===== config.mk =====
export PLATFORM = sky130hd
export DESIGN_NAME = serial_cmd_rx
export DESIGN_NICKNAME = d
export VERILOG_FILES = /design/src/rtl/serial_cmd_rx_pkg.sv /design/src/rtl/serial_cmd_rx_uart.sv /design/src/rtl/serial_cmd_rx.sv
export SDC_FILE = /design/constraint.sdc
export NUM_CORES = 1
export LEC_CHECK = 0
export BUFFER_PORTS_ARGS = -buffer_cell sky130_fd_sc_hd__buf_2
export CORE_MARGIN = 2
export CORE_UTILIZATION = 27
export DETAILED_ROUTE_END_ITERATION = 12
export GPL_TIMING_DRIVEN = 0
export PLACE_DENSITY = 0.54
export REMOVE_ABC_BUFFERS = 1
export SKIP_CTS_REPAIR_TIMING = 1
export SLEW_MARGIN = 15
export SYNTH_ARGS = -nofsm -noshare
export SYNTH_HDL_FRONTEND = slang
export SYNTH_SLANG_ARGS = --single-unit

===== constraint.sdc =====
create_clock -name clk -period 8.7 [get_ports clk]
set_input_delay 2.61 -clock clk [delete_from_list [all_inputs] [get_ports clk]]
set_output_delay 2.61 -clock clk [all_outputs]
set_load 0.01 [all_outputs]

===== src/rtl/serial_cmd_rx_pkg.sv =====
// Shared constants and types for the pulse_gen serial command front end.
// Holds the protocol bytes, the error codes, the parser states and the config register map.
package pulse_pkg;

  localparam logic [7:0] SYNC_BYTE = 8'hA5;
  localparam logic [7:0] ACK_BYTE  = 8'h06;
  localparam logic [7:0] NAK_BYTE  = 8'h15;

  typedef enum logic [1:0] {
    ERR_NONE    = 2'd0,
    ERR_FRAME   = 2'd1,
    ERR_CSUM    = 2'd2,
    ERR_TIMEOUT = 2'd3
  } err_code_e;

  typedef enum logic [1:0] {
    PS_HUNT,
    PS_ADDR,
    PS_DATA,
    PS_CSUM
  } parse_state_e;

  typedef enum logic [2:0] {
    CFG_PERIOD     = 3'd0,
    CFG_P1_WIDTH   = 3'd1,
    CFG_P2_DELAY   = 3'd2,
    CFG_P2_WIDTH   = 3'd3,
    CFG_SYNC_DELAY = 3'd4,
    CFG_RSVD5      = 3'd5,
    CFG_RSVD6      = 3'd6,
    CFG_RSVD7      = 3'd7
  } cfg_addr_e;

  // Only the low three address bits map to registers; anything above is rejected.
  function automatic logic addr_ok(input logic [7:0] addr);
    return (addr[7:3] == 5'd0);
  endfunction

endpackage


===== src/rtl/serial_cmd_rx_uart.sv =====
// 8N1 byte receiver: input synchronizer, start-bit validation and mid-bit sampling.
// Emits a one-cycle rx_valid with the byte, or rx_frame_err when the stop bit is low.
module uart_rx_byte #(
  parameter int CLKS_PER_BIT = 104
) (
  input  logic       clk,
  input  logic       reset,
  input  logic       rx,
  output logic       rx_valid,
  output logic [7:0] rx_byte,
  output logic       rx_frame_err
);

  localparam int CW = $clog2(CLKS_PER_BIT);
  localparam logic [CW-1:0] HALF_CNT = CW'(CLKS_PER_BIT / 2 - 1);
  localparam logic [CW-1:0] FULL_CNT = CW'(CLKS_PER_BIT - 1);

  typedef enum logic [1:0] {RX_IDLE, RX_START, RX_DATA, RX_STOP} rx_state_e;

  rx_state_e     state;
  logic          sync1, sync2, rx_prev;
  logic [1:0]    settle;
  logic [CW-1:0] bit_cnt;
  logic [2:0]    bit_idx;
  logic [7:0]    shift;

  always_ff @(posedge clk or posedge reset) begin
    if (reset) begin
      sync1        <= 1'b1;
      sync2        <= 1'b1;
      rx_prev      <= 1'b1;
      settle       <= 2'd0;
      state        <= RX_IDLE;
      bit_cnt      <= '0;
      bit_idx      <= 3'd0;
      shift        <= 8'd0;
      rx_valid     <= 1'b0;
      rx_byte      <= 8'd0;
      rx_frame_err <= 1'b0;
    end else begin
      sync1        <= rx;
      sync2        <= sync1;
      rx_prev      <= sync2;
      rx_valid     <= 1'b0;
      rx_frame_err <= 1'b0;
      // The preset synchronizer looks like a falling edge if the line is low at reset release;
      // wait until real samples have reached rx_prev before edges are trusted.
      if (settle != 2'd3) settle <= settle + 2'd1;

      case (state)
        RX_IDLE: begin
          if (settle == 2'd3 && rx_prev && !sync2) begin
            state   <= RX_START;
            bit_cnt <= '0;
          end
        end
        RX_START: begin
          if (bit_cnt == HALF_CNT) begin
            bit_cnt <= '0;
            bit_idx <= 3'd0;
            state   <= sync2 ? RX_IDLE : RX_DATA;
          end else begin
            bit_cnt <= bit_cnt + CW'(1);
          end
        end
        RX_DATA: begin
          if (bit_cnt == FULL_CNT) begin
            bit_cnt <= '0;
            shift   <= {sync2, shift[7:1]};
            bit_idx <= bit_idx + 3'd1;
            if (bit_idx == 3'd7) state <= RX_STOP;
          end else begin
            bit_cnt <= bit_cnt + CW'(1);
          end
        end
        RX_STOP: begin
          if (bit_cnt == FULL_CNT) begin
            bit_cnt <= '0;
            state   <= RX_IDLE;
            if (sync2) begin
              rx_valid <= 1'b1;
              rx_byte  <= shift;
            end else begin
              rx_frame_err <= 1'b1;
            end
          end else begin
            bit_cnt <= bit_cnt + CW'(1);
          end
        end
        default: state <= RX_IDLE;
      endcase
    end
  end

endmodule


===== src/rtl/serial_cmd_rx.sv =====
// Serial command front end for pulse_gen: packet parser with checksum and inter-byte timeout,
// config write strobe, and an ACK/NAK UART transmitter with a one-deep pending slot.
module serial_cmd_rx
  import pulse_pkg::*;
#(
  parameter int CLKS_PER_BIT = 104,
  parameter int TIMEOUT_CLKS = 2_000_000
) (
  input  logic        clk,
  input  logic        reset,
  input  logic        RS232_Rx,
  output logic        RS232_Tx,
  output logic        cfg_we,
  output logic [2:0]  cfg_addr,
  output logic [31:0] cfg_data,
  output logic        pkt_err,
  output logic [1:0]  err_code,
  output logic        tx_busy
);

  localparam int TW = $clog2(TIMEOUT_CLKS + 1);
  localparam logic [TW-1:0] TO_LAST = TW'(TIMEOUT_CLKS - 1);
  localparam int CW = $clog2(CLKS_PER_BIT);
  localparam logic [CW-1:0] FULL_CNT = CW'(CLKS_PER_BIT - 1);

  logic         rx_valid, rx_frame_err;
  logic [7:0]   rx_byte;

  parse_state_e state;
  logic [1:0]   data_idx;
  logic [7:0]   addr_q, csum_q;
  logic [31:0]  data_q;
  logic [TW-1:0] to_cnt;
  logic         resp_vld;
  logic [7:0]   resp_byte;

  logic [9:0]   tx_frame;
  logic [3:0]   tx_bit;
  logic [CW-1:0] tx_cnt;
  logic         pend_vld;
  logic [7:0]   pend_byte;

  uart_rx_byte #(.CLKS_PER_BIT(CLKS_PER_BIT)) u_rx (
    .clk          (clk),
    .reset        (reset),
    .rx           (RS232_Rx),
    .rx_valid     (rx_valid),
    .rx_byte      (rx_byte),
    .rx_frame_err (rx_frame_err)
  );

  // Parser and timeout; an accepted byte takes priority over a timeout in the same cycle.
  always_ff @(posedge clk or posedge reset) begin
    if (reset) begin
      state     <= PS_HUNT;
      data_idx  <= 2'd0;
      addr_q    <= 8'd0;
      csum_q    <= 8'd0;
      data_q    <= 32'd0;
      to_cnt    <= '0;
      resp_vld  <= 1'b0;
      resp_byte <= 8'd0;
      cfg_we    <= 1'b0;
      cfg_addr  <= 3'd0;
      cfg_data  <= 32'd0;
      pkt_err   <= 1'b0;
      err_code  <= ERR_NONE;
    end else begin
      cfg_we   <= 1'b0;
      pkt_err  <= 1'b0;
      resp_vld <= 1'b0;
      if (rx_frame_err) begin
        state    <= PS_HUNT;
        err_code <= ERR_FRAME;
        pkt_err  <= 1'b1;
        to_cnt   <= '0;
      end else if (rx_valid) begin
        to_cnt <= '0;
        case (state)
          PS_HUNT: if (rx_byte == SYNC_BYTE) state <= PS_ADDR;
          PS_ADDR: begin
            addr_q   <= rx_byte;
            csum_q   <= rx_byte;
            data_idx <= 2'd0;
            state    <= PS_DATA;
          end
          PS_DATA: begin
            data_q   <= {data_q[23:0], rx_byte};
            csum_q   <= csum_q ^ rx_byte;
            data_idx <= data_idx + 2'd1;
            if (data_idx == 2'd3) state <= PS_CSUM;
          end
          PS_CSUM: begin
            state    <= PS_HUNT;
            resp_vld <= 1'b1;
            if (rx_byte == csum_q && addr_ok(addr_q)) begin
              cfg_we    <= 1'b1;
              cfg_addr  <= addr_q[2:0];
              cfg_data  <= data_q;
              resp_byte <= ACK_BYTE;
            end else begin
              err_code  <= ERR_CSUM;
              pkt_err   <= 1'b1;
              resp_byte <= NAK_BYTE;
            end
          end
          default: state <= PS_HUNT;
        endcase
      end else if (state != PS_HUNT) begin
        if (to_cnt == TO_LAST) begin
          state    <= PS_HUNT;
          err_code <= ERR_TIMEOUT;
          pkt_err  <= 1'b1;
          to_cnt   <= '0;
        end else begin
          to_cnt <= to_cnt + TW'(1);
        end
      end else begin
        to_cnt <= '0;
      end
    end
  end

  // Response transmitter; tx_frame shifts right so bit 1 is always the next line value.
  always_ff @(posedge clk or posedge reset) begin
    if (reset) begin
      RS232_Tx  <= 1'b1;
      tx_busy   <= 1'b0;
      tx_frame  <= 10'h3FF;
      tx_bit    <= 4'd0;
      tx_cnt    <= '0;
      pend_vld  <= 1'b0;
      pend_byte <= 8'd0;
    end else if (!tx_busy) begin
      if (resp_vld || pend_vld) begin
        RS232_Tx <= 1'b0;
        tx_busy  <= 1'b1;
        tx_frame <= {1'b1, (resp_vld ? resp_byte : pend_byte), 1'b0};
        tx_bit   <= 4'd0;
        tx_cnt   <= '0;
        pend_vld <= 1'b0;
      end
    end else begin
      if (resp_vld) begin
        pend_vld  <= 1'b1;
        pend_byte <= resp_byte;
      end
      if (tx_cnt == FULL_CNT) begin
        tx_cnt <= '0;
        if (tx_bit == 4'd9) begin
          tx_busy  <= 1'b0;
          RS232_Tx <= 1'b1;
        end else begin
          tx_bit   <= tx_bit + 4'd1;
          tx_frame <= {1'b1, tx_frame[9:1]};
          RS232_Tx <= tx_frame[1];
        end
      end else begin
        tx_cnt <= tx_cnt + CW'(1);
      end
    end
  end

endmodule


==> results of run 1 <==
cell usage after synthesis, types with 4 or more instances:
cell / n
ha_1: 18
nand4_1: 7
nand3_1: 16
clkbuf_1: 11
mux2_4: 28
nor4_1: 4
mux2i_1: 8
inv_1: 20
a22o_1: 8
nand2_1: 42
dfrtp_1: 169
mux2_2: 69
xnor2_1: 9
nand3b_1: 5
a21o_1: 6
dfstp_2: 12
o22ai_1: 9
nor3_1: 4
nor2_1: 40
or4_1: 4
a21oi_1: 29
o21ai_0: 25
and3_1: 5
and2_1: 6
nand2b_1: 6
xor2_1: 14
buf_1: 5
or3_1: 9
registers in the layout, indices dropped and copies added, names as in the netlist, 4 cells and up, named ones only:
register	cells
data_q	32
tx_frame	8
csum_q	8
to_cnt	21
u_rx.rx_byte	8
u_rx.bit_cnt	7
pend_byte	8
u_rx.shift	8
tx_bit	4
cfg_data	32
addr_q	8
tx_cnt	7
layout make-up:
class	count	area (um^2)
sequential	181	4540
clock inverter	12	118
inverter	20	82.6
clock buffer	20	447
multi-input combinational	422	3320
fill	2986	20200
timing repair buffer	46	274
tap	390	488
where the power goes:
part	internal, mW	leakage, nW	switching (mW)
clock network	0.407	0.270	0.336
logic	0.0390	1.72	0.0706
registers	0.853	2.47	0.00953
total	1.30	4.46	0.416
through the flow:
stage | TNS, ns | total power, mW
after floorplan | 0 | 0.962
after CTS | 0 | 1.74
final | 0 | 1.72
after detailed placement | 0 | 0.990
after global placement | -186.71 | 0.988
after global routing | 0 | 1.80
cell families after synthesis:
| logic type | Yosys count |
|---|---|
| xor gates and xnor gates | 23 |
| DFF | 181 |
| AOI/OAI and AO/OA | 107 |
| muxes | 105 |
| adders and majority gates | 18 |
| and+or+nand+nor | 169 |
| buffers and inverters | 40 |
routing by layer:
layer  up-vias  track usage [%]
met4         0             4.27
met1      2430             13.6
met2        59             14.7
met3        19             2.45
met5         -                0
li1       2400                -
path summary, 6_finish.rpt:
path | start | endpoint | cells after the start
max | tx_busy | tx_busy | 1
min | u_rx.sync1 | u_rx.sync2 | 0
max reg2reg | u_rx.rx_byte[6] | cfg_data[12] | 4
min reg2reg | u_rx.sync1 | u_rx.sync2 | 0
max in group asynchronous | reset | u_rx.rx_prev | 3
min in group asynchronous | reset | tx_bit[0] | 2
==> impl_metrics.tcl, run 1 <==
set metrics [dict create \
    relSlewSlack_pct 30.6 \
    post-route-util_pct 31.5 \
    io_pins 44 \
    setup_ws_ns 4.56 \
    synth_top_family_by_area "multiplexers" \
    place_area_um2 8710 \
    synth_edf_count 0 \
    cap_violations 0 \
    hp-class "flop to flop" \
    layout_common_cells "169 x dfrtp_1, 69 x mux2_2, 43 x buf_2, 41 x nand2_1, 40 x nor2_1" \
    gp_congestion 0.721 \
    antenna_cells 0 \
    grt_antenna_before_repair 0 \
    grt_max_degree 92 \
    cts_made_buffers 17 \
    viasPerCell 4.50 \
    hold_ws_ns 0.358 \
    synthDominantAreaCellType "dfrtp_1" \
    yosysSeqAreaShare_pct 56.6 \
    synthSimpleGateAreaFrac_pct 11.4 \
    setup_viol_count_final 0 \
    dpl.hpwl_um 9100 \
    rsz0062_at_grt "no" \
    setup.worst_path.end_class "primary output" \
    drt_iter0_markers 275 \
    ir_worst_vdd_mv 0.0785 \
    netlist_instances 643 \
    initial_core_util_pct 27.3 \
    arrival_ns 1.53 \
    dp.cells 1059 \
    drc 0 \
    worst_pin_slew_ns 1.03 \
    grt_pass1_vias 4922 \
    final_common_cell "dfrtp_1" \
    htree_levels 4 \
    slowest_delay_ns 0.83 \
    synth_seq_cells 181 \
    crit_path_max_fanout 26 \
    cpMaxStageDelayCell "dfrtp_1" \
    core_um2 29500 \
    die_w_um 177 \
    syn_avg_cell_area_um2 12.5 \
    die_h_um 177 \
    synth-compound-area-share_pct 8.70 \
    synth_cell_types 65 \
    fin_nets 709 \
    grt_overflow 0 \
    clockBufferDepth 2 \
    area_growth_pct 15.4 \
    wl_met2_um 6290 \
    period_needed_ns 4.14 \
    synth_area_leaders "dfrtp_1 53%, mux2_2 9.7%, mux2_4 5.2%" \
    crit_buf_inv 1 \
    crit_chain "buf_2" \
    leakage_nw 4.46 \
    synthArstFlopShare_pct 100 \
    synth_ff_type "dfrtp_1" \
    outcome "complete, no violations" \
    rrSetupSlack_ns 5.82 \
    synth_mux_area_share_pct 15.9 \
    portBuffers 43 \
    grt_pass1_wl_um 25000 \
    clock.fmax_mhz 242 \
    layout.cells.non_filler 1091 \
    yosys_warnings 0 \
    dp_slack_ns 5.01 \
    netlist_area_um2 8040 \
    highest_layer "met4" \
    clk_latency_ns 0.43 \
    antenna_left 0 \
    stdcell_area_um2 9280 \
    cts.sinks 181 \
    cp_data_required_time_ns 6.09 \
    drt-met1-wl_um 7110 \
    die_area_um2 31200 \
    critPathLaunchType "flop" \
    first_pass_iters 4 \
    finClkSkew_ns 0.00960 \
    clkTransAtPathRegs_ns 0.07 \
    hold_violations 0 \
    vias 4908 \
    wl_per_cell_um 13.0 \
    min_period_over_period_pct 47.5 \
    row_count 63 \
    track_usage_pct 9.90 \
    critical-path-top-delay-family "flip-flops" \
    ctsRootBufferMaster "clkbuf_16" \
    drive_gt1_share_pct 28.7 \
    tritoncts "built" \
    met3WireLength_um 457 \
    power_per_cell_area_nw_per_um2 185 \
    synth_top_area_share_pct 52.6 \
    synthAdderAreaFrac_pct 2.80 \
    totalWireLength_um 14200 \
    synthXorXnorAreaFrac_pct 2.51 \
    crit_type "flop to primary output" \
    slew_viol_final 0 \
]
(Power assumes the default switching activity.)
==> run 2, diff against run 1 <==
PLACE_DENSITY = 0.55   (was 0.54)
clock period = 3.35 ns   (was 8.7 ns; I/O delays follow)
==> run 2 against run 1 <==
Effect of this change:
- count of clock-buffer cells in the layout rose by 1
- flip-flop and latch count did not move
- largest power group unchanged
- sequential share of layout area barely moved
- via count barely moved
- highest routed layer is now met5
- power rose to 2.6 times the previous value
- critical path type is now flop to flop
- combinational power rose to 2.6 times the previous value
- clock skew fell by 0.0036 ns
==> impl_metrics.tcl, run 2 (synthesis results as in run 1) <==
set metrics [dict create \
    outcome "complete, no violations" \
    r2r_cells 4 \
    swShare_pct 23.8 \
    clkTransAtPathRegs_ns 0.07 \
    r2r_end "cfg_data[6]" \
    row_count 63 \
    relSlewSlack_pct 37.7 \
    setup_viol_count_final 0 \
    grt_pass1_vias 4835 \
    fill_cells 2972 \
    combPwrFrac_pct 6.5 \
    cts_made_buffers 17 \
    grt_pass1_wl_um 24500 \
    wl_per_cell_um 13.0 \
    viasPerCell 4.50 \
    drt_iter0_markers 255 \
    die_area_um2 31200 \
    period_needed_ns 2.94 \
    rsz0062_at_grt "no" \
    ctsRootBufferMaster "clkbuf_16" \
    grt_antenna_before_repair 1 \
    cap_violations 0 \
    leakage_nw 4.46 \
    htree_levels 4 \
    grt_max_degree 94 \
    cp-endpoint "cfg_data[6]" \
    drive_gt1_share_pct 28.8 \
    p_sw_mw 1.05 \
    cp_data_required_time_ns 3.66 \
    core_um2 29500 \
    setup.worst_path.end_class "flop" \
    stdcell_area_um2 9280 \
    power_per_cell_area_nw_per_um2 478 \
    p_seq_share_pct 50.5 \
    crit_type "flop to flop" \
    final_common_cell "dfrtp_1" \
    drc 0 \
    die_w_um 177 \
    portBuffers 43 \
    finClkSkew_ns 0.00603 \
    rrSetupSlack_ns 0.41 \
    first_pass_iters 4 \
    totalWireLength_um 14200 \
    clock.fmax_mhz 340 \
    gp_congestion 0.720 \
    crit_path_max_fanout 37 \
    hold_violations 0 \
    io_pins 44 \
    antenna_left 0 \
    tritoncts "built" \
    min_period_over_period_pct 87.8 \
    track_usage_pct 9.73 \
    die_h_um 177 \
    initial_core_util_pct 27.3 \
    clkPwrFrac_pct 43.0 \
    p_total_mw 4.44 \
    r2r_start "u_rx.rx_byte[6]" \
    arrival_ns 3.25 \
    ir_worst_vdd_mv 0.263 \
    fin_nets 709 \
    vias 4912 \
    slew_viol_final 0 \
    worst_pin_slew_ns 0.928 \
    antenna_cells 0 \
    place_area_um2 8710 \
    final-seq-area_um2 4540 \
    clk_latency_ns 0.42 \
    dpl.hpwl_um 9200 \
    hp-class "flop to flop" \
    top_regs "cfg_data: 32 flops, data_q: 32 flops, to_cnt: 21 flops" \
    layout_common_cells "169 x dfrtp_1, 69 x mux2_2, 43 x buf_2, 41 x nand2_1, 40 x nor2_1" \
    grt_overflow 0 \
    crit_start "u_rx.rx_byte[6]" \
    critPathLaunchType "flop" \
    multiInputGateArea_um2 3330 \
    cts.sinks 181 \
    holdCritStartpoint "u_rx.sync1" \
    area_growth_pct 15.5 \
    p_int_mw 3.38 \
    hold_ws_ns 0.357 \
    clockBufferDepth 2 \
]
==> run 2: cell types whose count changed in the layout (fill, tap and decap cells not counted), sizes merged <==
cell    before  now
clkbuf      20   21
clkinv       2    6
inv         26   21
==> run 2: critical path: stages (launching register included) <==
cell and delay, ns:
dfrtp_1 0.50, xor2_1 0.21, nor4_1 0.69, nand4_4 0.80, mux2_4 0.58
==> run 2: metal layers <==
| metal | GRT usage, % | up-vias | wire [um] |
|---|---|---|---|
| met1 | 12.9 | 2450 | 7080 |
| met3 | 2.71 | 15 | 380 |
| met5 | 0 | - | 13 |
| met4 | 3.00 | 2 | 166 |
| li1 | - | 2394 | - |
| met2 | 15.4 | 51 | 6570 |
==> run 2: final cells by class <==
type | instances | area share (%)
sequential | 181 | 49.0
multi-input combinational | 422 | 35.9
tap | 390 | 5.26
clock buffer | 21 | 4.96
timing repair buffer | 46 | 2.95
clock inverter | 11 | 1.11
inverter | 20 | 0.890
==> run 2: how the worst min path moves through the flow <==
stage / endpoint / slack, ns / cells after the start
floorplan: u_rx.sync2 / 0.35 / 0
global placement: u_rx.sync2 / 0.35 / 0
detailed placement: u_rx.sync2 / 0.35 / 0
CTS: u_rx.sync2 / 0.36 / 0
global route: u_rx.sync2 / 0.36 / 0
finish: u_rx.sync2 / 0.36 / 0
==> run 2: power by group through the flow <==
stage	combinational (mW)	clock [mW]	sequential [mW]
after floorplan	0.224	0	2.28
after global placement	0.282	0	2.28
after detailed placement	0.294	0	2.28
after CTS	0.294	1.97	2.24
after global routing	0.329	2.08	2.24
final	0.287	1.91	2.24
==> run 2: metrics by stage <==
stage | util, % | setup TNS (ns) | cells | worst slack [ns]
after floorplan | - | -445.30 | 623 | -2.55
after global placement | 29.3 | -853.37 | 1056 | -4.86
after detailed placement | 29.6 | 0 | 1059 | 0.384
after CTS | 31.5 | 0 | 1091 | 0.364
after global routing | 31.5 | 0 | 1091 | 0.240
final | 31.5 | 0 | 1091 | 0.408
==> run 3, diff against run 2 <==
clock period = 2.46 ns   (was 3.35 ns; I/O delays follow)
==> run 3 against run 2 <==
Effect of this change:
- cell count increased by 0.37%
- flip-flop and latch count unchanged
- register-to-register slack got worse by 0.24 ns
- critical endpoint is now u_rx.bit_idx[0]
- maximum frequency increased by 29%
- clock power increased by 36%
- design area increased by 0.90%
==> impl_metrics.tcl, run 3 (synthesis results as in run 1) <==
set metrics [dict create \
    grt_antenna_before_repair 1 \
    grt_max_degree 94 \
    viasPerCell 4.52 \
    hp-class "flop to flop" \
    ir_worst_vdd_mv 0.360 \
    cts.sinks 181 \
    leakage_nw 4.50 \
    row_count 63 \
    min_period_over_period_pct 93.0 \
    area_growth_pct 16.6 \
    crit_buf_inv 0 \
    clkTransAtPathRegs_ns 0.07 \
    met3_usage_pct 2.71 \
    p_int_mw 4.61 \
    die_h_um 177 \
    drive_gt1_share_pct 29.4 \
    grt_pass1_vias 4835 \
    crit_chain "ha_1 > nand2b_1 > o41ai_2 > o211ai_1 > mux2_2" \
    core_um2 29500 \
    rsz0062_at_grt "no" \
    slew_viol_final 0 \
    dp.cells 1059 \
    fill_cells 2960 \
    crit_start "u_rx.bit_cnt[1]" \
    relSlewSlack_pct 38.0 \
    period_needed_ns 2.29 \
    cpMaxStageDelayCell "o41ai_2" \
    crit_type "flop to flop" \
    tritoncts "built" \
    cts_made_buffers 17 \
    drt_iter0_markers 252 \
    outcome "complete, no violations" \
    crit_path_max_fanout 9 \
    cap_violations 0 \
    holdCritStartpoint "u_rx.sync1" \
    ctsRootBufferMaster "clkbuf_16" \
    post-route-util_pct 31.8 \
    p_seq_share_pct 50.5 \
    clk_latency_ns 0.43 \
    busiest_layer "met2" \
    final_common_cell "dfrtp_1" \
    gp_congestion 0.720 \
    slowest_delay_ns 0.75 \
    critical-path-top-delay-family "compound AO/OA/AOI/OAI gates" \
    critPathLaunchType "flop" \
    r2r_start "u_rx.bit_cnt[1]" \
    first_pass_iters 4 \
    htree_levels 4 \
    layout.cells.non_filler 1095 \
    worst_pin_slew_ns 0.922 \
    clockBufferDepth 2 \
    totalWireLength_um 14600 \
    setup_viol_count_final 0 \
    cp_data_required_time_ns 2.77 \
    portBuffers 43 \
    initial_core_util_pct 27.3 \
    combPwrFrac_pct 6.5 \
    vias 4945 \
    dpl.hpwl_um 9200 \
    wl_per_cell_um 13.3 \
    grtUsageMet1_pct 12.9 \
    antenna_left 0 \
    clkPwrFrac_pct 43.0 \
    grt_pass1_wl_um 24500 \
    top_regs "cfg_data: 32 flops, data_q: 32 flops, to_cnt: 21 flops" \
    finClkSkew_ns 0.00765 \
    fin_nets 713 \
    power_per_cell_area_nw_per_um2 645 \
    grt_overflow 0 \
    antenna_cells 0 \
    layout_common_cells "169 x dfrtp_1, 69 x mux2_2, 43 x buf_2, 41 x nand2_1, 40 x nor2_1" \
    drc 0 \
    clock.fmax_mhz 437 \
    grt_use_met2_pct 15.4 \
    die_area_um2 31200 \
    hold_violations 0 \
    track_usage_pct 9.73 \
    arrival_ns 2.60 \
    swShare_pct 23.8 \
    io_pins 44 \
    die_w_um 177 \
    p_sw_mw 1.44 \
    setup.worst_path.end_class "flop" \
]
==> run 3: final timing paths <==
| path | to | slack [ns] | cells after the start |
|---|---|---|---|
| worst max-delay path | u_rx.bit_idx[0] | 0.17 | 5 |
| worst min-delay path | u_rx.sync2 | 0.36 | 0 |
| worst max register to register | u_rx.bit_idx[0] | 0.17 | 5 |
| worst min register to register | u_rx.sync2 | 0.36 | 0 |
| max in group asynchronous | u_rx.sync2 | 1.16 | 3 |
| min in group asynchronous | cfg_data[7] | 0.43 | 2 |
==> run 3: area by class of cell <==
| type | count | area, um^2 | share of cell area, % |
|---|---|---|---|
| Sequential cell | 181 | 4540 | 48.5 |
| Clock inverter | 11 | 103 | 1.10 |
| Multi-Input combinational cell | 423 | 3370 | 35.9 |
| Tap cell | 390 | 488 | 5.21 |
| Clock buffer | 21 | 460 | 4.92 |
| Timing Repair Buffer | 49 | 322 | 3.43 |
| Inverter | 20 | 82.6 | 0.882 |
==> run 3: through the flow <==
stage	cell area [um^2]	setup slack (ns)	hold WS (ns)	power [mW]	setup TNS, ns
after global routing	9370	0.0357	0.361	6.33	0
after floorplan	7940	-3.17	0.345	3.40	-558.06
after detailed placement	8710	-0.506	0.348	3.51	-17.69
after CTS	9280	-0.526	0.358	6.13	-18.40
after global placement	8640	-5.49	0.346	3.49	-998.11
final	9370	0.173	0.357	6.04	0
==> run 3: worst reg2reg max path: stages, from the launching register on <==
cell and delay (ns):
dfrtp_1 0.38, ha_1 0.23, nand2b_1 0.10, o41ai_2 0.75, o211ai_1 0.36, mux2_2 0.35
==> run 3: per-layer routing <==
| layer | vias up | share of wire (%) |
|---|---|---|
| met5 | - | 0.089 |
| met4 | 2 | 1.2 |
| met3 | 14 | 2.8 |
| met2 | 54 | 46 |
| met1 | 2464 | 50 |
| li1 | 2411 | - |
==> run 3: power groups by stage <==
stage | combinational, mW | clock [mW] | sequential, mW
5_1_grt | 0.448 | 2.83 | 3.06
3_3_place_gp | 0.384 | 0 | 3.11
2_1_floorplan | 0.306 | 0 | 3.10
6_report | 0.390 | 2.60 | 3.05
4_1_cts | 0.401 | 2.68 | 3.05
3_5_place_dp | 0.401 | 0 | 3.11
